## src/rtl/rail_sequencer.sv

```systemverilog
`timescale 1ns/1ps
`default_nettype none
// +----------------------------------------------------------------------------+
// | Module      : rail_sequencer                                               |
// | Description : Ordered power-up / reverse-order power-down of five supply   |
// |               rails with per-rail power-good timeout and a latched fault.  |
// | Revision    : 1.0 - initial release                                        |
// +----------------------------------------------------------------------------+
module rail_sequencer #(
  parameter int STEP_DELAY = 1000,
  parameter int PG_TIMEOUT = 100000,
  parameter int OFF_DELAY  = 1000
) (
  input  logic       clk,
  input  logic       n_rst,
  input  logic       start,
  input  logic       clear_fault,
  input  logic [4:0] pg,
  output logic [4:0] act_ctl,
  output logic       all_good,
  output logic       fault,
  output logic [2:0] fault_rail,
  output logic [2:0] state
);

  localparam logic [2:0] S_IDLE      = 3'd0;
  localparam logic [2:0] S_WAIT_STEP = 3'd1;
  localparam logic [2:0] S_WAIT_PG   = 3'd2;
  localparam logic [2:0] S_RUN       = 3'd3;
  localparam logic [2:0] S_SHUTDOWN  = 3'd4;
  localparam logic [2:0] S_FAULT     = 3'd5;

  // Terminal counts: each delay of N cycles ends when the counter reads N-1.
  localparam logic [23:0] STEP_LAST = 24'(STEP_DELAY - 1);
  localparam logic [23:0] PG_LAST   = 24'(PG_TIMEOUT - 1);
  localparam logic [23:0] OFF_LAST  = 24'(OFF_DELAY - 1);
  localparam logic [2:0]  LAST_RAIL = 3'd4;

  logic [23:0] counter;
  logic [2:0]  idx;

  logic [2:0]  state_next;
  logic [23:0] counter_next;
  logic [2:0]  idx_next;
  logic [4:0]  act_next;
  logic        all_good_next;
  logic        fault_next;
  logic [2:0]  fault_rail_next;

  logic [7:0]  pg_pad;
  logic        pg_sel;
  logic        pg_all;
  logic [2:0]  lowest_low;
  logic [2:0]  highest_act;
  logic        step_done;
  logic        pg_expired;
  logic        off_done;

  // Padding lets idx address pg without an out-of-range select.
  assign pg_pad     = {3'b000, pg};
  assign pg_sel     = pg_pad[idx];
  assign pg_all     = &pg;
  assign step_done  = (counter == STEP_LAST);
  assign pg_expired = (counter == PG_LAST);
  assign off_done   = (counter == OFF_LAST);

  // Priority encoders: lowest rail reporting not-good, highest rail enabled.
  always_comb begin
    lowest_low  = 3'd0;
    highest_act = 3'd0;
    for (int i = 4; i >= 0; i--) begin
      if (!pg[i]) lowest_low = 3'(i);
    end
    for (int i = 0; i < 5; i++) begin
      if (act_ctl[i]) highest_act = 3'(i);
    end
  end

  // State, counter and rail index registers plus registered outputs.
  always_ff @(posedge clk or negedge n_rst) begin
    if (!n_rst) begin
      state      <= S_IDLE;
      counter    <= 24'd0;
      idx        <= 3'd0;
      act_ctl    <= 5'd0;
      all_good   <= 1'b0;
      fault      <= 1'b0;
      fault_rail <= 3'd0;
    end else begin
      state      <= state_next;
      counter    <= counter_next;
      idx        <= idx_next;
      act_ctl    <= act_next;
      all_good   <= all_good_next;
      fault      <= fault_next;
      fault_rail <= fault_rail_next;
    end
  end

  // Next-state logic: sequencing decisions, counter and rail index updates.
  always_comb begin
    state_next   = state;
    counter_next = counter;
    idx_next     = idx;
    case (state)
      S_IDLE: begin
        if (start) begin
          idx_next     = 3'd0;
          counter_next = 24'd0;
          state_next   = S_WAIT_STEP;
        end
      end
      S_WAIT_STEP: begin
        // A dropped request outranks the step timer.
        if (!start) begin
          counter_next = 24'd0;
          if (act_ctl == 5'd0) begin
            idx_next   = 3'd0;
            state_next = S_IDLE;
          end else begin
            idx_next   = highest_act;
            state_next = S_SHUTDOWN;
          end
        end else if (step_done) begin
          counter_next = 24'd0;
          state_next   = S_WAIT_PG;
        end else begin
          counter_next = counter + 24'd1;
        end
      end
      S_WAIT_PG: begin
        // Abort first, then power-good (wins a tie with the timeout).
        if (!start) begin
          counter_next = 24'd0;
          if (act_ctl == 5'd0) begin
            idx_next   = 3'd0;
            state_next = S_IDLE;
          end else begin
            idx_next   = highest_act;
            state_next = S_SHUTDOWN;
          end
        end else if (pg_sel) begin
          counter_next = 24'd0;
          if (idx == LAST_RAIL) begin
            state_next = S_RUN;
          end else begin
            idx_next   = idx + 3'd1;
            state_next = S_WAIT_STEP;
          end
        end else if (pg_expired) begin
          state_next = S_FAULT;
        end else begin
          counter_next = counter + 24'd1;
        end
      end
      S_RUN: begin
        if (!pg_all) begin
          state_next = S_FAULT;
        end else if (!start) begin
          idx_next     = LAST_RAIL;
          counter_next = 24'd0;
          state_next   = S_SHUTDOWN;
        end
      end
      S_SHUTDOWN: begin
        if (off_done) begin
          counter_next = 24'd0;
          if (idx == 3'd0) begin
            state_next = S_IDLE;
          end else begin
            idx_next = idx - 3'd1;
          end
        end else begin
          counter_next = counter + 24'd1;
        end
      end
      S_FAULT: begin
        if (clear_fault && !start) begin
          state_next = S_IDLE;
        end
      end
      default: begin
        state_next   = S_IDLE;
        counter_next = 24'd0;
        idx_next     = 3'd0;
      end
    endcase
  end

  // Output logic: rail enables and fault flags change only on transitions.
  always_comb begin
    act_next        = act_ctl;
    fault_next      = fault;
    fault_rail_next = fault_rail;
    all_good_next   = (state_next == S_RUN);
    if ((state_next == S_FAULT) && (state != S_FAULT)) begin
      act_next        = 5'd0;
      fault_next      = 1'b1;
      fault_rail_next = (state == S_RUN) ? lowest_low : idx;
    end else if ((state == S_WAIT_STEP) && (state_next == S_WAIT_PG)) begin
      act_next = act_ctl | (5'b00001 << idx);
    end else if ((state == S_SHUTDOWN) && off_done) begin
      act_next = act_ctl & ~(5'b00001 << idx);
    end else if ((state == S_FAULT) && (state_next == S_IDLE)) begin
      fault_next      = 1'b0;
      fault_rail_next = 3'd0;
    end
  end

endmodule
`default_nettype wire

```

## config.mk

```make
export PLATFORM = sky130hd
export DESIGN_NAME = rail_sequencer
export DESIGN_NICKNAME = d
export VERILOG_FILES = /design/src/rtl/rail_sequencer.sv
export SDC_FILE = /design/constraint.sdc
export NUM_CORES = 1
export LEC_CHECK = 0
export CORE_MARGIN = 1.5
export CORE_UTILIZATION = 60
export CTS_BUF_LIST = sky130_fd_sc_hd__clkbuf_8
export CTS_CLUSTER_SIZE = 10
export DETAILED_ROUTE_END_ITERATION = 7
export PLACE_DENSITY = 0.89
export SLEW_MARGIN = 40
export SYNTH_ARGS = -nofsm -noshare
export SYNTH_HDL_FRONTEND = slang
export SYNTH_SLANG_ARGS = --single-unit
```

## constraint.sdc

```tcl
create_clock -name clk -period 6.3 [get_ports clk]
set_input_delay 1.26 -clock clk [delete_from_list [all_inputs] [get_ports clk]]
set_output_delay 1.26 -clock clk [all_outputs]
set_load 0.005 [all_outputs]
```

==> impl_metrics.csv <==
group,metric,value,unit
floorplanning,initial_core_util,64.04,%
power_and_ir_drop,switchingPower,0.4203,mW
synthesis,synth_edf_count,0,
timing,max_slew.worst_pin.slew,0.7130,ns
floorplanning,die_w,72.11,µm
timing,setup_violations,0,
power_and_ir_drop,power.leakage,1.353,nW
synthesis,synth-simple-area-share,30.39,%
synthesis,synth_xor_area_share,0.3057,%
clock_network,cts_resized,0,
floorplanning,ios,22,
synthesis,yosys.area.top_type,"dfrtp_1",
drt,vias,2740,
clock_network,clk_path_buf_depth,2,
placed_design,dp_hpwl,4938,µm
synthesis,ys_types,68,
synthesis,syn_area,2865,µm²
drt,drt-pass1-iter-count,5,
synthesis,seq_area_frac_synth,34.93,%
synthesis,synth_area_per_cell,8.871,µm²
timing,postLayoutSetupSlackWorst,2.942,ns
synthesis,synthesis.nets,339,
clock_network,clk_latency,0.30,ns
timing,setup_tns,0,ns
drt,routed_wl,7045,µm
setup_path,critPathArrivalTime,3.56,ns
layout,drive_gt1_share,10.71,%
power_and_ir_drop,clkPwrFrac,22.1,%
layout,seq_area,1001,µm²
floorplanning,die_y,72.11,µm
setup_path,critPathKind,"input pin to flop",
drt,vias_per_cell,7.062,
setup_path,cp-end-kind,"flop",
power_and_ir_drop,power.internal,0.6054,mW
clock_network,clock-sinks,40,
min_path,hold_depth,1,
min_path,hp-class,"flop to flop",
timing,fmax,297.8,MHz
power_and_ir_drop,vdd_drop_max,0.3195,mV
synthesis,async_flop_share,100.0,%
global_routing,busiest_layer,"met2",
global_routing,gr-total-overflow,0,
clock_network,cts_hold_buf,0,
power_and_ir_drop,pwr-share-comb,44.3,%
layout,final_nets,351,
layout,diodes,0,
layout,fill_cells,336,
clock_network,cts_made_buffers,5,
timing,fin_crit,3.358,ns
global_routing,grt_util_met2,43.93,%
placed_design,routabilityCongestion,0.9499,
setup_path,path_cells,"clkdlybuf4s50_1 > nand4_1 > o21ai_0 > nand2_1 > a22o_1 > buf_4 > or3_1 > o41ai_2",
setup_path,crit_required,6.51,ns
global_routing,grt_pass1_wl,11790,µm
global_routing,grtUsageTotal,28.98,%
global_routing,grt.met3_usage,4.167,%
layout,syn_to_final_growth,11.05,%
power_and_ir_drop,power_density,322.3,nW/µm²
global_routing,grt_pass1_vias,2439,
synthesis,synth_top_cell_area_share,34.93,%
clock_network,cts_root_buffer,"clkbuf_8",
setup_path,cp_slowest_cell,"clkdlybuf4s50_1",
timing,finalHoldViolations,0,
floorplanning,die_area,5199,µm²
timing,clock_skew,0.009702,ns
setup_path,cp_slowest_stage_delay,0.53,ns
drt,wl_per_cell,18.16,µm
outcome,status,"completed",
synthesis,ys.flop_type,"dfrtp_1",
clock_network,cts_setup_buffers,0,
floorplanning,fp.coreArea,4474,µm²
placed_design,dp_slack,2.650,ns
global_routing,antenna_found_initial,0,
placed_design,placed_cell_area,3060,µm²
setup_path,cp-start-kind,"input pin",
layout,final_area,3182,µm²
timing,drv_slew,0,
power_and_ir_drop,swShare,40.98,%
synthesis,ys_top_cells_by_area,"dfrtp_1, nand2_1, a21oi_1, ha_1, nand3_1",
synthesis,synthAdderAreaFrac,3.057,%
drt,ant_nets,0,
layout,finalNonFillerCells,388,
layout,multi_input_area,1734,µm²
floorplanning,num_rows,24,
timing,rsz0062_at_grt,"no",
timing,final.period_utilization,53.30,%
clock_network,tritoncts,"yes",
clock_network,ctsHtreeMaxLevel,2,
placed_design,io_buffers,21,
synthesis,synth-seq-cells,40,
drt,drt_iter0_drc,315,
flow_run,cap_violations,0,
placed_design,dp.cells,380,
power_and_ir_drop,power_frac_seq,33.5,%
synthesis,synth_top_family_by_area,"simple AND/OR/NAND/NOR gates",
synthesis,synth_mux_area_share,1.834,%
synthesis,netlist_instances,323,
setup_path,reg2reg_depth,6,
global_routing,grt_use_met1,42.35,%
drt,drc,0,
clock_network,path_clk_slew,0.09,ns
synthesis,synth_compound_gate_area_share,24.93,%
timing,relSlewSlack,52.38,%
synthesis,yosysWarnings,0,
global_routing,grt_max_degree,46,
setup_path,crit_fanout,45,
## per-layer routing
layer  part of all wire [%]  routed length (µm)
met1                     44                3126
met2                     45                3202
met3                    7.8                 553
met4                    2.3                 163
met5                      0                   0
## synthesized netlist by cell type, drive strengths merged (9+ instances only)
| cell | number |
|---|---|
| a21oi | 21 |
| buf | 14 |
| dfrtp | 40 |
| inv | 10 |
| nand2 | 31 |
| nand3 | 16 |
| nand4 | 11 |
| nor2 | 20 |
| nor3 | 13 |
| nor4 | 9 |
| o21ai | 14 |
| o31ai | 9 |
## through the flow
stage	total power, mW	hold slack, ns	util (%)
floorplan	0.6657	0.4740	-
global placement	0.7728	0.4667	68.34
detailed placement	0.7865	0.4650	68.40
CTS	1.019	0.4914	71.11
global route	1.084	0.5058	71.11
finish	1.026	0.4836	71.11
## logic make-up (layout without fill, tap and decap cells)
logic type                 count (synthesis)  in the layout
buffers and inverters                     28             41
adders and majority gates                  7              7
AOI/OAI and AO/OA                         97             97
and+or+nand+nor                          145            145
DFF                                       40             40
muxes                                      5              5
xor gates and xnor gates                   1              1
## worst paths after layout
| check | startpoint | endpoint | slack [ns] |
|---|---|---|---|
| worst min-delay path | fault | fault | 0.48 |
| max in group asynchronous | n_rst | fault_rail[2] | 5.04 |
| worst min register to register | fault | fault | 0.48 |
| min in group asynchronous | n_rst | counter[21] | 0.92 |
| worst max-delay path | pg[2] | counter[15] | 2.94 |
| worst max register to register | state[0] | counter[15] | 3.74 |
## cell type report
class	instances	area share, %
multi-input combinational	255	54.50
sequential	40	31.46
timing repair buffer	23	7.000
clock buffer	6	2.595
tap	52	2.045
clock inverter	2	1.219
inverter	10	1.180
## registers in the layout, summed over array words and instances (netlist names)
| register | flops |
|---|---|
| fault_rail | 3 |
| all_good | 1 |
| fault | 1 |
| idx | 3 |
| state | 3 |
| act_ctl | 5 |
| counter | 24 |
## power groups by stage
stage          sequential [mW]  clock, mW  combinational (mW)
2_1_floorplan            0.325          0               0.340
3_3_place_gp             0.344          0               0.428
3_5_place_dp             0.347          0               0.440
4_1_cts                  0.342      0.228               0.449
5_1_grt                  0.350      0.238               0.496
6_report                 0.344      0.227               0.455
## critical path, delay by kind of cell
kind	cells	cell delay, ns
compound gates	3	0.78
buf+inv	2	0.78
simple gates	3	0.74
## cells in the final DEF (no fill, tap or decap), drive strengths merged, types with 3 or more instances in the layout
| cell | instances |
|---|---|
| or2 | 3 |
| nor3 | 13 |
| o22a | 8 |
| nand2b | 7 |
| and3 | 6 |
| nand2 | 31 |
| buf | 3 |
| o41ai | 3 |
| a22o | 6 |
| clkdlybuf4s50 | 20 |
| nand4 | 11 |
| or3 | 3 |
| nand3 | 16 |
| o31ai | 9 |
| mux2i | 3 |
| nor2 | 20 |
| ha | 7 |
| and4 | 3 |
| dfrtp | 40 |
| a211oi | 7 |
| inv | 10 |
| and2 | 5 |
| a21oi | 21 |
| nor4 | 9 |
| o21ai | 14 |
| a211o | 4 |
| clkbuf | 6 |
| a31oi | 5 |
| o211ai | 3 |
| or4 | 8 |
Note: power is estimated with default switching activity, not from simulation.
